## config.mk

```make
export PLATFORM = sky130hd
export DESIGN_NAME = sd_data_tx
export DESIGN_NICKNAME = d
export VERILOG_FILES = /design/src/rtl/sd_pkg.sv /design/src/rtl/sd_crc16_ser.sv /design/src/rtl/sd_data_tx.sv
export SDC_FILE = /design/constraint.sdc
export NUM_CORES = 1
export LEC_CHECK = 0
export BUFFER_PORTS_ARGS = -buffer_cell sky130_fd_sc_hd__buf_2
export CORE_MARGIN = 4
export CORE_UTILIZATION = 61
export DETAILED_ROUTE_END_ITERATION = 8
export GPL_ROUTABILITY_DRIVEN = 0
export PLACE_DENSITY_LB_ADDON = 0.05
export REMOVE_ABC_BUFFERS = 1
export SLEW_MARGIN = 40
export SYNTH_ARGS = -nofsm -noshare
export SYNTH_HDL_FRONTEND = slang
export SYNTH_HIERARCHICAL = 1
export SYNTH_SLANG_ARGS = --single-unit
```

## constraint.sdc

```tcl
create_clock -name clk -period 4.9 [get_ports clk]
set_input_delay 0.245 -clock clk [delete_from_list [all_inputs] [get_ports clk]]
set_output_delay 0.245 -clock clk [all_outputs]
set_load 0.005 [all_outputs]
```

## src/rtl/sd_pkg.sv

```systemverilog
// Shared definitions for the SD DAT0 data path: FSM states, result codes,
// CRC16 polynomial and CRC status tokens.
package sd_pkg;

  typedef enum logic [3:0] {
    S_IDLE,
    S_START,
    S_DATA,
    S_CRC,
    S_END,
    S_TURN,
    S_STAT,
    S_BUSY,
    S_DONE
  } sd_state_e;

  localparam logic [2:0] ERR_OK       = 3'd0;
  localparam logic [2:0] ERR_CRC      = 3'd1;
  localparam logic [2:0] ERR_TOKEN    = 3'd2;
  localparam logic [2:0] ERR_STAT_TMO = 3'd3;
  localparam logic [2:0] ERR_BUSY_TMO = 3'd4;
  localparam logic [2:0] ERR_UNDERRUN = 3'd5;

  // x^16 + x^12 + x^5 + 1
  localparam logic [15:0] CRC16_POLY = 16'h1021;

  localparam logic [2:0] ST_OK     = 3'b010;
  localparam logic [2:0] ST_CRCERR = 3'b101;

  // One serial CRC16 step: shift left, fold in the feedback bit.
  function automatic logic [15:0] crc16_step(input logic [15:0] crc, input logic bit_in);
    logic fb;
    fb = crc[15] ^ bit_in;
    return {crc[14:0], 1'b0} ^ (fb ? CRC16_POLY : 16'h0000);
  endfunction

endpackage

```

## src/rtl/sd_crc16_ser.sv

```systemverilog
// Serial CRC16 LFSR (init 0, no final XOR), shared with the receive path.
module sd_crc16_ser
  import sd_pkg::*;
(
  input  logic        clk,
  input  logic        rst,
  input  logic        clr,
  input  logic        en,
  input  logic        bit_in,
  output logic [15:0] crc
);

  // Synchronous clear has priority over a shift.
  always_ff @(posedge clk) begin
    if (rst || clr) begin
      crc <= '0;
    end else if (en) begin
      crc <= crc16_step(crc, bit_in);
    end
  end

endmodule

```

## src/rtl/sd_data_tx.sv

```systemverilog
// SD DAT0 write transmitter, 1-bit bus: start bit, block data, CRC16, end bit,
// then CRC status token capture and busy wait. Bus activity advances on sd_ce.
module sd_data_tx
  import sd_pkg::*;
#(
  parameter int unsigned BLK_BYTES    = 512,
  parameter int unsigned STAT_TIMEOUT = 64,
  parameter int unsigned BUSY_TIMEOUT = 1 << 20
) (
  input  logic       clk,
  input  logic       rst,
  input  logic       sd_ce,
  input  logic       start,
  input  logic [7:0] in_data,
  input  logic       in_valid,
  output logic       in_ready,
  output logic       dat_o,
  output logic       dat_oe,
  input  logic       dat_i,
  output logic       busy,
  output logic       done,
  output logic [2:0] err
);

  localparam int unsigned BCW     = (BLK_BYTES > 1) ? $clog2(BLK_BYTES) : 1;
  localparam int unsigned TMO_MAX = (STAT_TIMEOUT > BUSY_TIMEOUT) ? STAT_TIMEOUT : BUSY_TIMEOUT;
  localparam int unsigned TW      = (TMO_MAX > 1) ? $clog2(TMO_MAX) : 1;

  localparam logic [BCW-1:0] LAST_BYTE = BCW'(BLK_BYTES - 1);
  localparam logic [TW-1:0]  STAT_LAST = TW'(STAT_TIMEOUT - 1);
  localparam logic [TW-1:0]  BUSY_LAST = TW'(BUSY_TIMEOUT - 1);

  sd_state_e      state;
  logic [BCW-1:0] byte_cnt;
  logic [3:0]     bit_cnt;
  logic [7:0]     hold;
  logic           hold_full;
  logic [15:0]    sh;
  logic [2:0]     tok;
  logic           stat_hunt;
  logic [TW-1:0]  tmo;

  logic [15:0]    crc;
  logic           crc_clr;
  logic           crc_en;
  logic           crc_bit;
  logic           boundary;
  logic           take;

  assign in_ready = !hold_full && ((state == S_START) || (state == S_DATA));
  assign take     = in_valid && in_ready;

  // CRC is fed with exactly the bit being driven on this tick, so it is final
  // by the tick that starts the CRC field.
  always_comb begin
    boundary = sd_ce && (((state == S_START) && (bit_cnt == 4'd1)) ||
                         ((state == S_DATA) && (bit_cnt == 4'd7) && (byte_cnt != LAST_BYTE)));
    crc_en   = (boundary && hold_full) || (sd_ce && (state == S_DATA) && (bit_cnt != 4'd7));
    crc_bit  = boundary ? hold[7] : sh[15];
    crc_clr  = (state == S_IDLE) && start;
  end

  sd_crc16_ser u_crc (
    .clk    (clk),
    .rst    (rst),
    .clr    (crc_clr),
    .en     (crc_en),
    .bit_in (crc_bit),
    .crc    (crc)
  );

  // Transfer sequencer; dat_o holds the value on the wire for the current bit period.
  always_ff @(posedge clk) begin
    if (rst) begin
      state     <= S_IDLE;
      dat_o     <= 1'b1;
      dat_oe    <= 1'b1;
      busy      <= 1'b0;
      done      <= 1'b0;
      err       <= ERR_OK;
      byte_cnt  <= '0;
      bit_cnt   <= '0;
      hold      <= '0;
      hold_full <= 1'b0;
      sh        <= '0;
      tok       <= '0;
      stat_hunt <= 1'b1;
      tmo       <= '0;
    end else begin
      if (take) begin
        hold      <= in_data;
        hold_full <= 1'b1;
      end
      case (state)
        S_IDLE: begin
          dat_o  <= 1'b1;
          dat_oe <= 1'b1;
          if (start) begin
            state     <= S_START;
            busy      <= 1'b1;
            err       <= ERR_OK;
            byte_cnt  <= '0;
            bit_cnt   <= '0;
            hold_full <= 1'b0;
          end
        end
        S_START: if (sd_ce) begin
          if (bit_cnt == 4'd0) begin
            dat_o   <= 1'b0;
            bit_cnt <= 4'd1;
          end else if (hold_full) begin
            dat_o     <= hold[7];
            sh        <= {hold[6:0], 9'b0};
            hold_full <= 1'b0;
            bit_cnt   <= 4'd0;
            state     <= S_DATA;
          end else begin
            err   <= ERR_UNDERRUN;
            dat_o <= 1'b1;
            state <= S_DONE;
            done  <= 1'b1;
            busy  <= 1'b0;
          end
        end
        S_DATA: if (sd_ce) begin
          if (bit_cnt != 4'd7) begin
            dat_o   <= sh[15];
            sh      <= {sh[14:0], 1'b0};
            bit_cnt <= bit_cnt + 4'd1;
          end else if (byte_cnt == LAST_BYTE) begin
            dat_o   <= crc[15];
            sh      <= {crc[14:0], 1'b0};
            bit_cnt <= 4'd0;
            state   <= S_CRC;
          end else if (hold_full) begin
            dat_o     <= hold[7];
            sh        <= {hold[6:0], 9'b0};
            hold_full <= 1'b0;
            bit_cnt   <= 4'd0;
            byte_cnt  <= byte_cnt + 1'b1;
          end else begin
            err   <= ERR_UNDERRUN;
            dat_o <= 1'b1;
            state <= S_DONE;
            done  <= 1'b1;
            busy  <= 1'b0;
          end
        end
        S_CRC: if (sd_ce) begin
          if (bit_cnt == 4'd15) begin
            dat_o <= 1'b1;
            state <= S_END;
          end else begin
            dat_o   <= sh[15];
            sh      <= {sh[14:0], 1'b0};
            bit_cnt <= bit_cnt + 4'd1;
          end
        end
        S_END: if (sd_ce) begin
          dat_oe  <= 1'b0;
          bit_cnt <= 4'd0;
          state   <= S_TURN;
        end
        S_TURN: if (sd_ce) begin
          if (bit_cnt == 4'd1) begin
            state     <= S_STAT;
            tmo       <= '0;
            stat_hunt <= 1'b1;
            bit_cnt   <= 4'd0;
          end else begin
            bit_cnt <= 4'd1;
          end
        end
        S_STAT: if (sd_ce) begin
          if (stat_hunt) begin
            if (!dat_i) begin
              stat_hunt <= 1'b0;
              bit_cnt   <= 4'd0;
            end else if (tmo == STAT_LAST) begin
              err    <= ERR_STAT_TMO;
              dat_o  <= 1'b1;
              dat_oe <= 1'b1;
              state  <= S_DONE;
              done   <= 1'b1;
              busy   <= 1'b0;
            end else begin
              tmo <= tmo + 1'b1;
            end
          end else if (bit_cnt != 4'd3) begin
            tok     <= {tok[1:0], dat_i};
            bit_cnt <= bit_cnt + 4'd1;
          end else if ((tok == ST_OK) && dat_i) begin
            tmo   <= '0;
            state <= S_BUSY;
          end else begin
            err    <= (tok == ST_CRCERR) ? ERR_CRC : ERR_TOKEN;
            dat_o  <= 1'b1;
            dat_oe <= 1'b1;
            state  <= S_DONE;
            done   <= 1'b1;
            busy   <= 1'b0;
          end
        end
        S_BUSY: if (sd_ce) begin
          if (dat_i || (tmo == BUSY_LAST)) begin
            if (!dat_i) err <= ERR_BUSY_TMO;
            dat_o  <= 1'b1;
            dat_oe <= 1'b1;
            state  <= S_DONE;
            done   <= 1'b1;
            busy   <= 1'b0;
          end else begin
            tmo <= tmo + 1'b1;
          end
        end
        S_DONE: begin
          done  <= 1'b0;
          state <= S_IDLE;
        end
        default: state <= S_IDLE;
      endcase
    end
  end

endmodule
```

Word level (Yosys, flattened, before mapping):

Cells that the tools add are included.

* bitwise gates (word level): 3
* shifts and indexed selects: 0
* multiplexer cells: 142
* $mul: 0
* eq/ne operators: 46
* add/sub/neg operators: 3
* div/mod/pow operators: 0
* reductions and logical operators: 40
* order comparisons: 0

Operator list (count)
* two-way mux 20 bit: 10
* two-way mux 4 bit: 36
* two-way mux 16 bit: 8
* one-hot mux 20 bit (3 select lines): 1
* two-way mux 1 bit: 53
* two-way mux 3 bit: 16
* one-hot mux 16 bit (3 select lines): 1
* two-way mux 9 bit: 5
* != test 2 bit, second input constant: 18
* one-hot mux 4 bit (8 select lines): 1
* one-hot mux 4 bit (7 select lines): 1
* != test 3 bit, second input constant: 8
* AND reduction 11 bit: 2
* adder 20 x 1 -> 20 bit, second input constant: 1
* equality test 20 bit, second input constant: 1
* equality test 20 x 6 -> 1 bit, second input constant: 1
* equality test 4 x 3 -> 1 bit, second input constant: 5
* one-hot mux 9 bit (2 select lines): 1
* AND reduction 17 bit: 1
* bitwise XOR 16 bit: 1
* one-hot mux 3 bit (5 select lines): 1
* AND reduction 15 bit: 1
* AND reduction 14 bit: 1
* two-way mux 13 bit: 1
* other kinds (35): 59

* ROM bits: 0
* word-level logic and storage cells: 249
* memory bits (writable): 0
* bits of input ports: 14
* register bits: 89
* bits in latches: 0
* memories: 0

Depth between registers and ports, before layout:

* depth in word-level cells: 10
* gate-level depth with buffers: 11
* gate-level depth less buffers: 11

Hierarchy:

Netlist, hierarchy kept.

By module, submodules not included
* sd_data_tx: area each 4267.8 sq um, cells each 538, instances 1
* sd_crc16_ser: area each 633.1 sq um, cells each 60, instances 1

Least setup slack after synthesis:

OpenSTA, ideal clock, no wires.

* path kind: flip-flop to flip-flop
* start: register byte_cnt[0]
* end: register err[1]
* slack: 2.498 ns
* required time: 4.830 ns
* stages on the path, launching flop included: 11
* arrival: 2.332 ns
* path buffers: 0
* cell sequence: dfxtp_1 ha_1 nand3_1 nor2_1 ha_1 and4bb_1 a2111oi_0 a211oi_1 o21ai_0 or4_1 a21oi_1

* cells in the longest elaborated chain, start to end: 3

Ends and longest elaborated chain
* start, declared: RTL line sd_data_tx.sv:34 `logic [BCW-1:0] byte_cnt;`
* start signal, assigned: RTL line sd_data_tx.sv:140 `byte_cnt <= byte_cnt + 1'b1;`
* equality test 9 bit: RTL line sd_data_tx.sv:130 `end else if (byte_cnt == LAST_BYTE) begin`
* != test 2 bit (no line)
* AND reduction 15 bit (no line)
* end signal, assigned: RTL line sd_data_tx.sv:196 `err <= (tok == ST_CRCERR) ? ERR_CRC : ERR_TOKEN;`
* end, declared: RTL line sd_data_tx.sv:22 `output logic [2:0] err`

No other way between the ends.
A chain may end at the register's enable or synchronous reset.

Worst setup path after layout:

* start: register state[2]
* end: register tmo[17]

* cells in the longest elaborated chain, start to end: 3
* elaborated cells between the ends (all ways): 15

Ends and longest elaborated chain
* start, declared: RTL line sd_data_tx.sv:33 `sd_state_e state;`
* start signal, assigned: RTL line sd_data_tx.sv:75 `state <= S_IDLE;`
* start signal, assigned: RTL line sd_data_tx.sv:99 `state <= S_START;`
* start signal, assigned: RTL line sd_data_tx.sv:116 `state <= S_DATA;`
* equality test 4 x 3 -> 1 bit: RTL line sd_data_tx.sv:94 `case (state)`
* != test 3 bit (no line), or another cell as far along
* AND reduction 10 bit (no line)
* end signal, assigned: RTL line sd_data_tx.sv:187 `tmo <= tmo + 1'b1;`
* end signal, assigned: RTL line sd_data_tx.sv:213 `tmo <= tmo + 1'b1;`
* end, declared: RTL line sd_data_tx.sv:41 `logic [TW-1:0] tmo;`

Parallel ways exist; a longest one is shown, timed or not.

==> summary.md <==
| Metric | Value |
|---|---|
| Crit path launch type | `flip-flop` |
| Reg2reg path depth | `7` |
| Ys async rst share | `0%` |
| WL per Instance | `~17 um` |
| Commonest cells after routing, fill and taps aside | `88 x sky130_fd_sc_hd__dfxtp_1, 66 x sky130_fd_sc_hd__nor2_1, 55 x sky130_fd_sc_hd__a21oi_1` |
| DIE AREA | `approximately 9500 um^2` |
| Clk slew on worst S/H paths | `about 90 ps` |
| Final critical delay including setup and external delays | `3260 ps` |
| Post-synthesis sequential area ratio | `a little over a third` |
| Die Y-Extent | `97.6 um` |
| Net switching power figure | `slightly below 0.6 mW` |
| Multi-input logic area | `~2900 um^2` |
| Worst IR drop on VDD | `around 0.22 mV` |
| Switching part of the total power | `roughly a third` |
| Number of top-level pins | `22` |
| Outcome | `completed` |
| Crit path arrival time | `3510 ps` |
| Static power due to leakage | `around 1.8 nW` |
| Final hold violations | `0` |
| RSZ-0062 raised after global routing | `false` |
| Total number of vias | `around 4,500` |
| Proportion of netlist area held by the largest area contributor | `a little over a third` |
| Crit-path slowest cell | `sky130_fd_sc_hd__dfxtp_1` |
| Proportion of power drawn by the clock network | `just under 30%` |
| Maximum number of pins on one net before global-route repair | `between 40 and 50` |
| Maximum single-stage delay on the critical path | `around 900 ps` |
| Final total negative setup slack | `0 ps` |
| Share of total power in combinational logic | `a little under a quarter` |
| Post-synthesis average cell area | `a little over 8 um^2` |
| Worst setup EP type | `flip-flop` |
| Final Net Count | `roughly 600` |
| Number of violations reported at the end of detailed-routing iteration 0 | `502` |
| Buffers and inverters on the worst path | `1` |
| Area of the mapped netlist | `4900 um^2` |
| CP max FO | `31` |
| Start point of the critical path | `state[2]$_SDFFE_PP0P_` |
| Post-synth EDFFs | `0` |
| Number of DRC violations after detailed routing | `0` |
| Critical path required time | `around 5200 ps` |
| Layout Skew | `~15 ps` |
| Placeable core region | `about 7800 um^2` |
| Final Instance Count excl. Fillers | `699` |
| Register share of total power | `a little under half` |
| Number of levels in the clock H-tree | `3` |
| Post-cts repair resize count | `0` |
| Worst path top cell family by delay | `compound AO/OA/AOI/OAI gates` |
| Number of antenna-violating nets in the routed design | `0` |
| Root buffer cell | `sky130_fd_sc_hd__clkbuf_8` |
| Per-cell via count in the routed design | `between 6 and 7` |
| Most frequent standard cell in the layout excluding fill and tap cells | `sky130_fd_sc_hd__dfxtp_1` |
| R2R Path Start | `state[2]$_SDFFE_PP0P_` |
| Count of final max-slew check failures | `0` |
| Reg2reg end | `tmo[17]$_SDFFE_PP0P_` |
| Maximum clock path buffer count | `2` |
| Total of fill cells in the finished design | `about 670` |
| Wire length of the first global-routing pass | `between 15,000 and 20,000 um` |
| Register cell area after layout | `between 1500 and 2000 um^2` |
| Headroom to the max-slew limit | `a little over two fifths` |
| Initial Util | `a little over three fifths` |
| Share of post-route cells with drive strength above 1 | `between 9 and 10%` |
| Minimum setup slack among reg-to-reg paths | `1640 ps` |
| Cell-internal power | `between 1 and 1.5 mW` |
| Cells after synthesis | `around 600` |
| Horizontal die dimension | `~98 um` |
| # port buffers | `21` |
| Critical path depth | `7` |
| Synthesis-stage register bit count | `89` |
| Total number of yosys warnings | `6` |
| Antenna violations before repair | `0` |
| Dominant register cell in the synthesized netlist | `sky130_fd_sc_hd__dfxtp_1` |
| Global routing usage summed across all routing layers | `24.7%` |
| Inserted Clock Buffers | `9` |
| Std-Cell Rows | `32` |
| Routed Wire Length | `roughly 12,000 um` |
| Worst-Margin Slew | `870 ps` |
| Number of detailed-routing iterations run before antenna repair | `6` |
| Synth unique cells | `79` |
| CTS tree | `done` |
| Insertion delay of the later-clocked pin in the worst-skew pair | `between 300 and 400 ps` |
| Hold path endpoint | `hold[2]$_SDFFE_PP0P_` |
| Worst hold margin | `121 ps` |
| Congestion Overflow GR | `0` |
| DP Cell Count | `683` |
| Final period utilization | `between 60% and 70%` |
| Hold WC Path Type | `in2reg` |
| Worst min-delay path startpoint | `in_data[2]` |
| Total of endpoints with negative setup slack in the final report | `0` |
| Max Fclk | `about 0.31 GHz` |
| Post-CTS setup buffer count | `0` |
| DP Wirelength | `slightly above 8000 um` |
| Hold buffer count at cts | `0` |
| # Max-Cap Violations | `0` |
| Area leader, netlist | `sky130_fd_sc_hd__dfxtp_1` |
| Ranking of synthesized cells by area | `sky130_fd_sc_hd__dfxtp_1 36%, sky130_fd_sc_hd__a21oi_1 5.6%, sky130_fd_sc_hd__nor2_1 5.1%` |
| CTS Sinks | `slightly below 90` |
| Post-layout total power | `between 1.5 and 2 mW` |
| Number of cells on the worst hold path | `3` |
| Via count of the first global-routing pass | `4,049` |
| Kind of critical path | `reg2reg` |
| Ordered list of cells on the worst path | `nor2b_1 > nand2_1 > o31ai_2 > o211ai_4 > o21ai_1 > buf_4 > a21oi_1` |
| Area grow syn2layout | `5.39%` |
| Number of antenna repair diodes | `0` |
| Power per cell area | `338 nW/um^2` |
==> power groups by stage <==
stage               Clock (mW)  Sequential [mW]  Combinational [mW]
floorplan                    0            0.818               0.280
global placement             0            0.835               0.388
detailed placement           0            0.836               0.392
CTS                      0.526            0.820               0.396
global route             0.560            0.830               0.445
finish                   0.517            0.824               0.404
==> flip-flops by register name (all words and copies together) (netlist names) <==
register,cells
done,1
bit_cnt,4
hold_full,1
tok,3
state,4
dat_oe,1
tmo,20
sh,16
dat_o,1
u_crc/crc,16
stat_hunt,1
hold,8
byte_cnt,9
busy,1
err,3
==> cell usage after synthesis (9+ instances only) <==
cell,count
sky130_fd_sc_hd__nand2_1,48
sky130_fd_sc_hd__a21oi_1,55
sky130_fd_sc_hd__or3_1,16
sky130_fd_sc_hd__o21ai_1,12
sky130_fd_sc_hd__nand4_1,13
sky130_fd_sc_hd__nor2_1,66
sky130_fd_sc_hd__o21ai_0,20
sky130_fd_sc_hd__a22oi_1,9
sky130_fd_sc_hd__o22ai_1,9
sky130_fd_sc_hd__clkbuf_1,21
sky130_fd_sc_hd__nand3_1,27
sky130_fd_sc_hd__dfxtp_1,89
sky130_fd_sc_hd__and2_1,11
sky130_fd_sc_hd__buf_2,11
sky130_fd_sc_hd__mux2i_1,24
==> layer usage <==
layer / GRT usage (%) / part of all wire, % / vias to the layer above
met5: 0 / 0 / -
met4: 6.28 / 1.1 / 0
met3: 6.03 / 8.2 / 13
met2: 35.6 / 43 / 202
met1: 36.7 / 48 / 2113
li1: - / - / 2197
==> worst min-delay path: stages <==
cell and delay [ps]:
sky130_fd_sc_hd__buf_2 90, sky130_fd_sc_hd__nand3_1 50, sky130_fd_sc_hd__a21oi_1 50
==> cell type report <==
class | instances | area share, %
Clock inverter | 6 | 1.31
Clock buffer | 10 | 2.66
Inverter | 8 | 0.581
Timing Repair Buffer | 24 | 2.47
Sequential cell | 89 | 34.5
Multi-Input combinational cell | 460 | 56.0
Tap cell | 102 | 2.47
==> through the flow <==
stage | util [%] | setup WS [ps] | cell area (um^2)
floorplan | - | 2080 | 4700
global placement | 63.7 | 1770 | 4950
detailed placement | 63.8 | 1710 | 4950
CTS | 66.4 | 1700 | 5160
global route | 66.5 | 1370 | 5160
finish | 66.5 | 1640 | 5160
==> how the worst max path moves through the flow <==
stage / endpoint
3_5_place_dp: tmo[17]$_SDFFE_PP0P_
4_1_cts: tmo[17]$_SDFFE_PP0P_
3_3_place_gp: tmo[3]$_SDFFE_PP0P_
5_1_grt: tmo[17]$_SDFFE_PP0P_
6_report: tmo[17]$_SDFFE_PP0P_
2_1_floorplan: tmo[0]$_SDFFE_PP0P_
==> logic make-up (layout without fill, tap and decap cells) <==
group | after synthesis | after routing | synth area share [%]
simple gates | 248 | 248 | 26.8
compound gates | 168 | 168 | 23.0
flops | 89 | 89 | 36.4
buf+inv | 49 | 48 | 4.80
mux | 25 | 25 | 5.13
xor+xnor | 12 | 12 | 2.14
fa+ha+maj | 7 | 7 | 1.79
(Power assumes the default switching activity.)
